## src/rtl/polymul_pkg.sv

```systemverilog
// Shared types and defaults for the bit-serial polynomial multiplier controller.
package polymul_pkg;

  localparam int POLYMUL_N = 4;
  localparam int POLYMUL_K = 4;

  typedef enum logic [1:0] {
    IDLE = 2'd0,
    LOAD = 2'd1,
    RUN  = 2'd2,
    DONE = 2'd3
  } state_t;

endpackage

```

## src/rtl/polymul_bitcnt.sv

```systemverilog
// Bit-slice counter: counts 0..N-1 while enabled, wraps to 0 after the
// terminal count, and is forced to 0 by clr. tc flags the last slice.
module polymul_bitcnt #(
  parameter  int N = polymul_pkg::POLYMUL_N,
  localparam int W = (N > 1) ? $clog2(N) : 1
) (
  input  logic         clk,
  input  logic         reset,
  input  logic         clr,
  input  logic         en,
  output logic [W-1:0] cnt,
  output logic         tc
);

  localparam logic [W-1:0] LAST = W'(N - 1);

  logic [W-1:0] cnt_q;
  logic [W-1:0] cnt_d;

  // Terminal count is decoded from the register only.
  always_comb begin
    tc = (cnt_q == LAST);
  end

  // Next count: clear wins, otherwise step and wrap on the last slice.
  always_comb begin
    cnt_d = cnt_q;
    if (clr) begin
      cnt_d = '0;
    end else if (en) begin
      cnt_d = tc ? '0 : cnt_q + W'(1);
    end
  end

  // Count register with asynchronous active-low reset.
  always_ff @(posedge clk or negedge reset) begin
    if (!reset) begin
      cnt_q <= '0;
    end else begin
      cnt_q <= cnt_d;
    end
  end

  assign cnt = cnt_q;

endmodule

```

## src/rtl/polymul_ctrl.sv

```systemverilog
// Sequencer for a bit-serial polynomial multiplier: IDLE -> LOAD (1 cycle)
// -> RUN (N cycles) -> DONE (until acknowledged). All outputs are decoded
// from the state and bit counter registers, so no input reaches an output
// combinationally.
// Optional build macro POLYMUL_CTRL_PERF_EN adds a saturating 16-bit count
// of completed (acknowledged) operations on port op_count.
module polymul_ctrl
  import polymul_pkg::*;
#(
  parameter  int N = POLYMUL_N,
  parameter  int K = POLYMUL_K,
  localparam int W = (N > 1) ? $clog2(N) : 1
) (
  input  logic         clk,
  input  logic         reset,
  input  logic         start,
  output logic         ready,
  input  logic         abort,
  output logic         csr_load,
  output logic         csr_shift,
  output logic         acc_clr,
  output logic         acc_en,
  output logic [W-1:0] bit_idx,
  output logic [K-1:0] lane_mask,
  output logic         done,
  input  logic         done_ack
`ifdef POLYMUL_CTRL_PERF_EN
  ,
  output logic [15:0]  op_count
`endif
);

  state_t state_q;
  state_t state_d;

  logic cnt_clr;
  logic cnt_en;
  logic cnt_tc;

  // Counter runs only in RUN; anything else (including an abort) parks it at 0.
  always_comb begin
    cnt_en  = (state_q == RUN);
    cnt_clr = (state_q != RUN) || abort;
  end

  polymul_bitcnt #(.N(N)) u_bitcnt (
    .clk   (clk),
    .reset (reset),
    .clr   (cnt_clr),
    .en    (cnt_en),
    .cnt   (bit_idx),
    .tc    (cnt_tc)
  );

  // Next-state logic; abort only matters while an operation is in flight.
  always_comb begin
    state_d = state_q;
    unique case (state_q)
      IDLE: if (start && !abort) state_d = LOAD;
      LOAD: state_d = abort ? IDLE : RUN;
      RUN: begin
        if (abort) begin
          state_d = IDLE;
        end else if (cnt_tc) begin
          state_d = DONE;
        end
      end
      DONE: if (done_ack) state_d = IDLE;
      default: state_d = IDLE;
    endcase
  end

  // Outputs decoded purely from the state register.
  always_comb begin
    ready     = (state_q == IDLE);
    csr_load  = (state_q == LOAD);
    acc_clr   = (state_q == LOAD);
    csr_shift = (state_q == RUN);
    acc_en    = (state_q == RUN);
    lane_mask = {K{state_q == RUN}};
    done      = (state_q == DONE);
  end

  // State register; reset drops straight back to IDLE from any state.
  always_ff @(posedge clk or negedge reset) begin
    if (!reset) begin
      state_q <= IDLE;
    end else begin
      state_q <= state_d;
    end
  end

`ifdef POLYMUL_CTRL_PERF_EN
  logic [15:0] op_count_q;
  logic [15:0] op_count_d;

  // Count only acknowledged completions, saturating at all-ones.
  always_comb begin
    op_count_d = op_count_q;
    if ((state_q == DONE) && done_ack && (op_count_q != 16'hFFFF)) begin
      op_count_d = op_count_q + 16'd1;
    end
  end

  // Completed-operation counter register.
  always_ff @(posedge clk or negedge reset) begin
    if (!reset) begin
      op_count_q <= '0;
    end else begin
      op_count_q <= op_count_d;
    end
  end

  assign op_count = op_count_q;
`endif

endmodule

```

## config.mk

```make
export PLATFORM = sky130hd
export DESIGN_NAME = polymul_ctrl
export DESIGN_NICKNAME = d
export VERILOG_FILES = /design/src/rtl/polymul_pkg.sv /design/src/rtl/polymul_bitcnt.sv /design/src/rtl/polymul_ctrl.sv
export SDC_FILE = /design/constraint.sdc
export NUM_CORES = 1
export LEC_CHECK = 0
export CAP_MARGIN = 20
export CORE_AREA = 2 2 39 41
export CTS_BUF_LIST = sky130_fd_sc_hd__clkbuf_8
export DETAILED_ROUTE_END_ITERATION = 10
export DIE_AREA = 0 0 41 43
export GPL_ROUTABILITY_DRIVEN = 1
export PLACE_DENSITY = 0.6
export SETUP_SLACK_MARGIN = 0.15
export SLEW_MARGIN = 20
export SYNTH_ARGS = -nofsm -noshare
export SYNTH_HDL_FRONTEND = slang
export SYNTH_SLANG_ARGS = --single-unit
```

## constraint.sdc

```tcl
create_clock -name clk -period 1 [get_ports clk]
set_clock_uncertainty 0.15 [all_clocks]
set_input_delay 0.2 -clock clk [delete_from_list [all_inputs] [get_ports clk]]
set_output_delay 0.2 -clock clk [all_outputs]
set_load 0.05 [all_outputs]
```

==> Word-level counts from Yosys, hierarchy flattened <==
Cells that the tools add are included.
{ "totals": {"ff_bits": 4, "latch_bits": 0, "ramBits": 0, "rom_bits": 0, "input_bits": 5, "out_inout_bits": 12, "memories": 0} }
{ "classes": {"addsub": 1, "n_mul": 0, "n_div": 0, "n_lt_le_gt_ge": 0, "eq_ne": 8, "shift": 0, "mux": 9, "bitwise_logic": 0, "n_reduce_logical": 6} }
{ "ops": {"columns": ["cell", "count"], "rows": [
  ["$mux 2", 8],
  ["$pmux 2 s4", 1],
  ["$eq 2x2->1 const B", 3],
  ["$ne 2x1->1 const B", 2],
  ["$ne 3x2->1 const B", 1],
  ["$reduce_and 3->1", 1],
  ["$add 2x1->2 const B", 1],
  ["$eq 2x1->1 const B", 1],
  ["$logic_not 2->1", 1],
  ["$ne 2x2->1 const B", 1],
  ["$reduce_bool 2->1", 1],
  ["$logic_and 1x1->1", 1],
  ["$logic_not 1->1", 1],
  ["$logic_or 1x1->1", 1]
]} }

==> Longest topological paths before layout <==
Gate-level depths: netlist of the first run.
{ "logic_depth": {"depth_word": 4, "depth_mapped": 3, "ltp_nobuf": 3} }

==> Hierarchy <==
Synthesis of the first run repeated with hierarchy kept, for this count alone.
{ "unflattened": {"hier_cells": 26, "area_unflattened_um2": 271.5} }
{ "by_module_without_submodules": {"columns": ["mod", "n_inst", "cells_each", "area_each_um2", "seq_area_each_um2"], "rows": [
  ["polymul_ctrl", 1, 18, 171.4, 50.0],
  ["polymul_bitcnt", 1, 8, 100.1, 50.0]
]} }

==> Worst setup path after synthesis of the first run <==
Ideal clock, no wire load.
{ "synth_path": {"path_kind": "register to output", "from": "register state_q[0]", "to": "output port csr_load", "t_arrival_ps": 1574, "setup_slack_ps": -924, "stages_incl_launch_ff": 3, "path_cell_list": "dfrtp_1 > nor2b_1 > buf_4"} }
{ "synth_via": {"elab_chain_cells": 1} }
{ "synth_rtl": {"columns": ["item", "line_no", "text"], "rows": [
  ["from (decl)", "polymul_ctrl.sv:33", "state_t state_q;"],
  ["from (signal assigned)", "polymul_ctrl.sv:89", "state_q <= state_d;"],
  ["$eq 2x1->1", null, null],
  ["to (decl)", "polymul_ctrl.sv:19", "output logic csr_load,"]
]} }
No other way between the ends.

==> Worst setup path in the final report of the first run <==
{ "layout_path": {"from": "register state_q[1]", "to": "output port lane_mask[0]"} }
{ "layout_via": {"elab_chain_cells": 1} }
{ "layout_rtl": {"columns": ["item", "line_no", "text"], "rows": [
  ["$eq 2x2->1", "polymul_ctrl.sv:80", "lane_mask = {K{state_q == RUN}};"],
  ["to (decl)", "polymul_ctrl.sv:24", "output logic [K-1:0] lane_mask,"]
]} }
No other way between the ends.

==> impl_metrics.csv, run 1 <==
group,metric,value,unit
route,total_number_of_vias,255,
synth,synth.yosys.seq_area_share,38.1,%
route,detail_route.vias_per_cell,3.98,
floorplan,die-area,1760,um^2
sta,layout_worst_path_cycle_share,147,%
clocking,holdBufCountCts,0,
pwr,pwr-share-clk,23.6,%
setup_path,critPathLaunch,"state_q[1]",
grt,grt_first_pass_wirelength,993,um
clocking,cts_made_buffers,3,
grt,via_count_of_the_first_global_routing_pass,242,
synth,postSynthRegisterBits,4,
pwr,power-per-cell-area,1920,nW/um^2
cells_and_area,layout.filler_cells,114,
clocking,ctsRootBufferMaster,"sky130_fd_sc_hd__clkbuf_8",
synth,yosys.cell_types.count,14,
setup_path,crit_required,650,ps
pwr,power_switching,0.000501,W
clocking,cts_tree,"done",
route,drc,0,
setup_path,worst-setup-path-type,"reg -> out",
clocking,clock-sinks,4,
cells_and_area,post_route_cells_drive_above_1_share,85.4,%
sta,final_period_minus_worst_setup_slack,1470,ps
clocking,htree_num_levels,1,
floorplan,dieHeight,43,um
placed_design,dp.cells,54,
route,drtAntennaViolNets,0,
grt,global_routing_usage_summed_across_all_routing_layers,8.57,%
floorplan,io_pins,17,
route,detail_route.wl_per_cell,9.41,um
floorplan,design.core.area,1380,um^2
setup_path,critPathCaptureType,"output pin",
sta,maxSlewHeadroom,85.7,%
pwr,max_rail_drop_vdd,0.932,mV
floorplan,chipWidth,41,um
outcome,failed_checks,"negative setup slack",
setup_path,cp_num_cells,3,
synth,mapped_nets,28,
cells_and_area,layout.nets,56,
synth,synth_area_per_cell,11.9,um^2
placed_design,final_gp_congestion,0.729,
cells_and_area,final_non_filler_cell_area,726,um^2
floorplan,std_cell_rows,14,
floorplan,floorplan.initialDensity,19.0,%
synth,synth.yosys.warnings,0,
setup_path,crit_chain,"nor2b_4 -> buf_12 -> buf_12",
setup_path,arrival,1120,ps
synth,synth_cells,22,
setup_path,worst_path_max_delay_cell,"sky130_fd_sc_hd__dfrtp_2",
setup_path,cp_top_family,"flip-flops",
setup_path,crit_top_cell,"sky130_fd_sc_hd__buf_12",
placed_design,post_dp_cell_area,603,um^2
grt,number_of_antenna_violations_at_the_first_check_in_global_routing,0,
sta,finalSetupViolations,16,
outcome,run_status,"finished, violations left",
sta,tightestPinTransition,213,ps
cells_and_area,layout_common_cells,"sky130_fd_sc_hd__buf_12, sky130_fd_sc_hd__buf_4, sky130_fd_sc_hd__buf_6",
sta,rsz_0062_raised_after_global_routing,"true",
sta,timing.fmax,0.681,GHz
route,drt_iter0_markers,1,
setup_path,timing.critical_path.buf_inv,2,
setup_path,crit_fanout,8,
grt,largest_net_degree_at_the_start_of_global_routing,9,
cells_and_area,finalNonFillerCells,64,
synth,mapped_area,263,um^2
placed_design,placement.io_buffers,16,
setup_path,r2r_cells,5,
sta,timing.final.max_slew_violations,0,
pwr,share_seq_of_total_power,15.4,%
pwr,p_leak,0.315,nW
cells_and_area,diodes,0,
grt,globalRouteOverflowTotal,0,
setup_path,r2r-start,"state_q[1]",
pwr,comb_power_share,61.0,%
cells_and_area,layout_commonest_cell,"sky130_fd_sc_hd__buf_12",
sta,hold_viol,0,
min_path,worstHoldPathType,"in -> async",
setup_path,worstSetupStartpointType,"flop",
pwr,power_report.internal_total,0.000894,W
placed_design,post-place-ws,-284,ps
cells_and_area,flow.area_growth_from_synthesis,176,%
setup_path,critPathMaxStageDelay,430,ps
clocking,cts_max_path_buffers,2,
flow_run,cap_violations,0,
sta,final_worst_slack,-468,ps
clocking,clk_transition_reported_paths,30,ps
clocking,clkLatencyLatePin,210,ps
route,totalWireLength,602,um
route,firstDrtPassIters,2,
pwr,swShare,35.9,%
[cell usage after synthesis, drive strengths merged]
cell type	instances	area share, %
o32ai	1	6.2
nand2	1	1.4
xnor2	1	3.3
buf	6	17
nor2	1	1.4
nor4b	1	9.0
inv	1	1.4
o22ai	1	2.4
dfrtp	4	38
mux2i	1	3.8
ha	1	4.8
and3b	1	3.3
nor2b	2	7.6
[timing repair]
item                       in CTS  in global routing
resized for setup               5                  3
setup buffers                   4                  3
pin swaps                       1                  2
setup endpoints to repair      16                 16
[path summary, 6_finish.rpt]
| check | to | slack [ps] |
|---|---|---|
| max in group asynchronous | state_q[1] | 470 |
| setup / recovery | lane_mask[0] | -470 |
| hold reg to reg | u_bitcnt.cnt[0] | 460 |
| hold / removal | u_bitcnt.cnt[1] | 50 |
| min in group clk | state_q[0] | 420 |
| setup reg to reg | state_q[0] | -380 |
[flip-flops by register name (all words and copies together) (netlist names)]
register,flops
state_q,2
u_bitcnt.cnt,2
[cell families (layout without fill, tap and decap cells)]
logic type      count (synthesis)  in the layout  synth area share, %
buf+inv                         7             33                 18.6
flops                           4              4                 38.1
compound gates                  2              2                 8.57
xor+xnor                        1              1                 3.33
mux                             1              1                 3.81
simple gates                    6              6                 22.9
fa+ha+maj                       1              1                 4.76
[stage by stage]
| step | utilization [%] | hold slack, ps | power [W] | TNS (ps) |
|---|---|---|---|---|
| detailed placement | 43.6 | 269 | 0.000974 | -3120 |
| CTS | 50.1 | 47.4 | 0.00137 | -5540 |
| global placement | 43.6 | 263 | 0.000965 | -2870 |
| global route | 52.4 | 55.8 | 0.00146 | -6530 |
| floorplan | - | -246 | 0.000645 | -4460 |
| finish | 52.4 | 45.8 | 0.00139 | -5750 |
[power by group through the flow]
| stage | registers [W] | logic (W) | clock network (W) |
|---|---|---|---|
| 6_report | 0.000215 | 0.000851 | 0.000329 |
| 4_1_cts | 0.000213 | 0.000820 | 0.000336 |
| 3_3_place_gp | 0.000214 | 0.000751 | 0 |
| 2_1_floorplan | 0.000234 | 0.000411 | 0 |
| 3_5_place_dp | 0.000217 | 0.000757 | 0 |
| 5_1_grt | 0.000219 | 0.000886 | 0.000359 |
[per-layer routing]
layer / global-route usage, % / vias to the layer above / wire, um
met4: 6.00 / 0 / 7
met5: 0 / - / 0
li1: - / 122 / -
met3: 3.14 / 2 / 37
met1: 9.45 / 121 / 206
met2: 12.8 / 10 / 350
[final cells by class]
class	count	area [um^2]	share of cell area, %
Inverter	1	3.75	0.517
Timing Repair Buffer	29	409	56.4
Tap cell	16	20.0	2.76
Sequential cell	4	105	14.5
Clock buffer	3	41.3	5.69
Multi-Input combinational cell	11	146	20.2
Note: power is estimated with default switching activity, not from simulation.
==> run 2, diff against run 1 <==
--- a/config.mk
+++ b/config.mk
@@ -8,6 +8,7 @@
 export CAP_MARGIN = 20
 export CORE_AREA = 2 2 39 41
 export CTS_BUF_LIST = sky130_fd_sc_hd__clkbuf_8
+export CTS_CLUSTER_SIZE = 24
 export DETAILED_ROUTE_END_ITERATION = 10
 export DIE_AREA = 0 0 41 43
 export GPL_ROUTABILITY_DRIVEN = 1
==> results of run 2 <==
The final DEF is identical to that of run 1; final timing and power are the same.
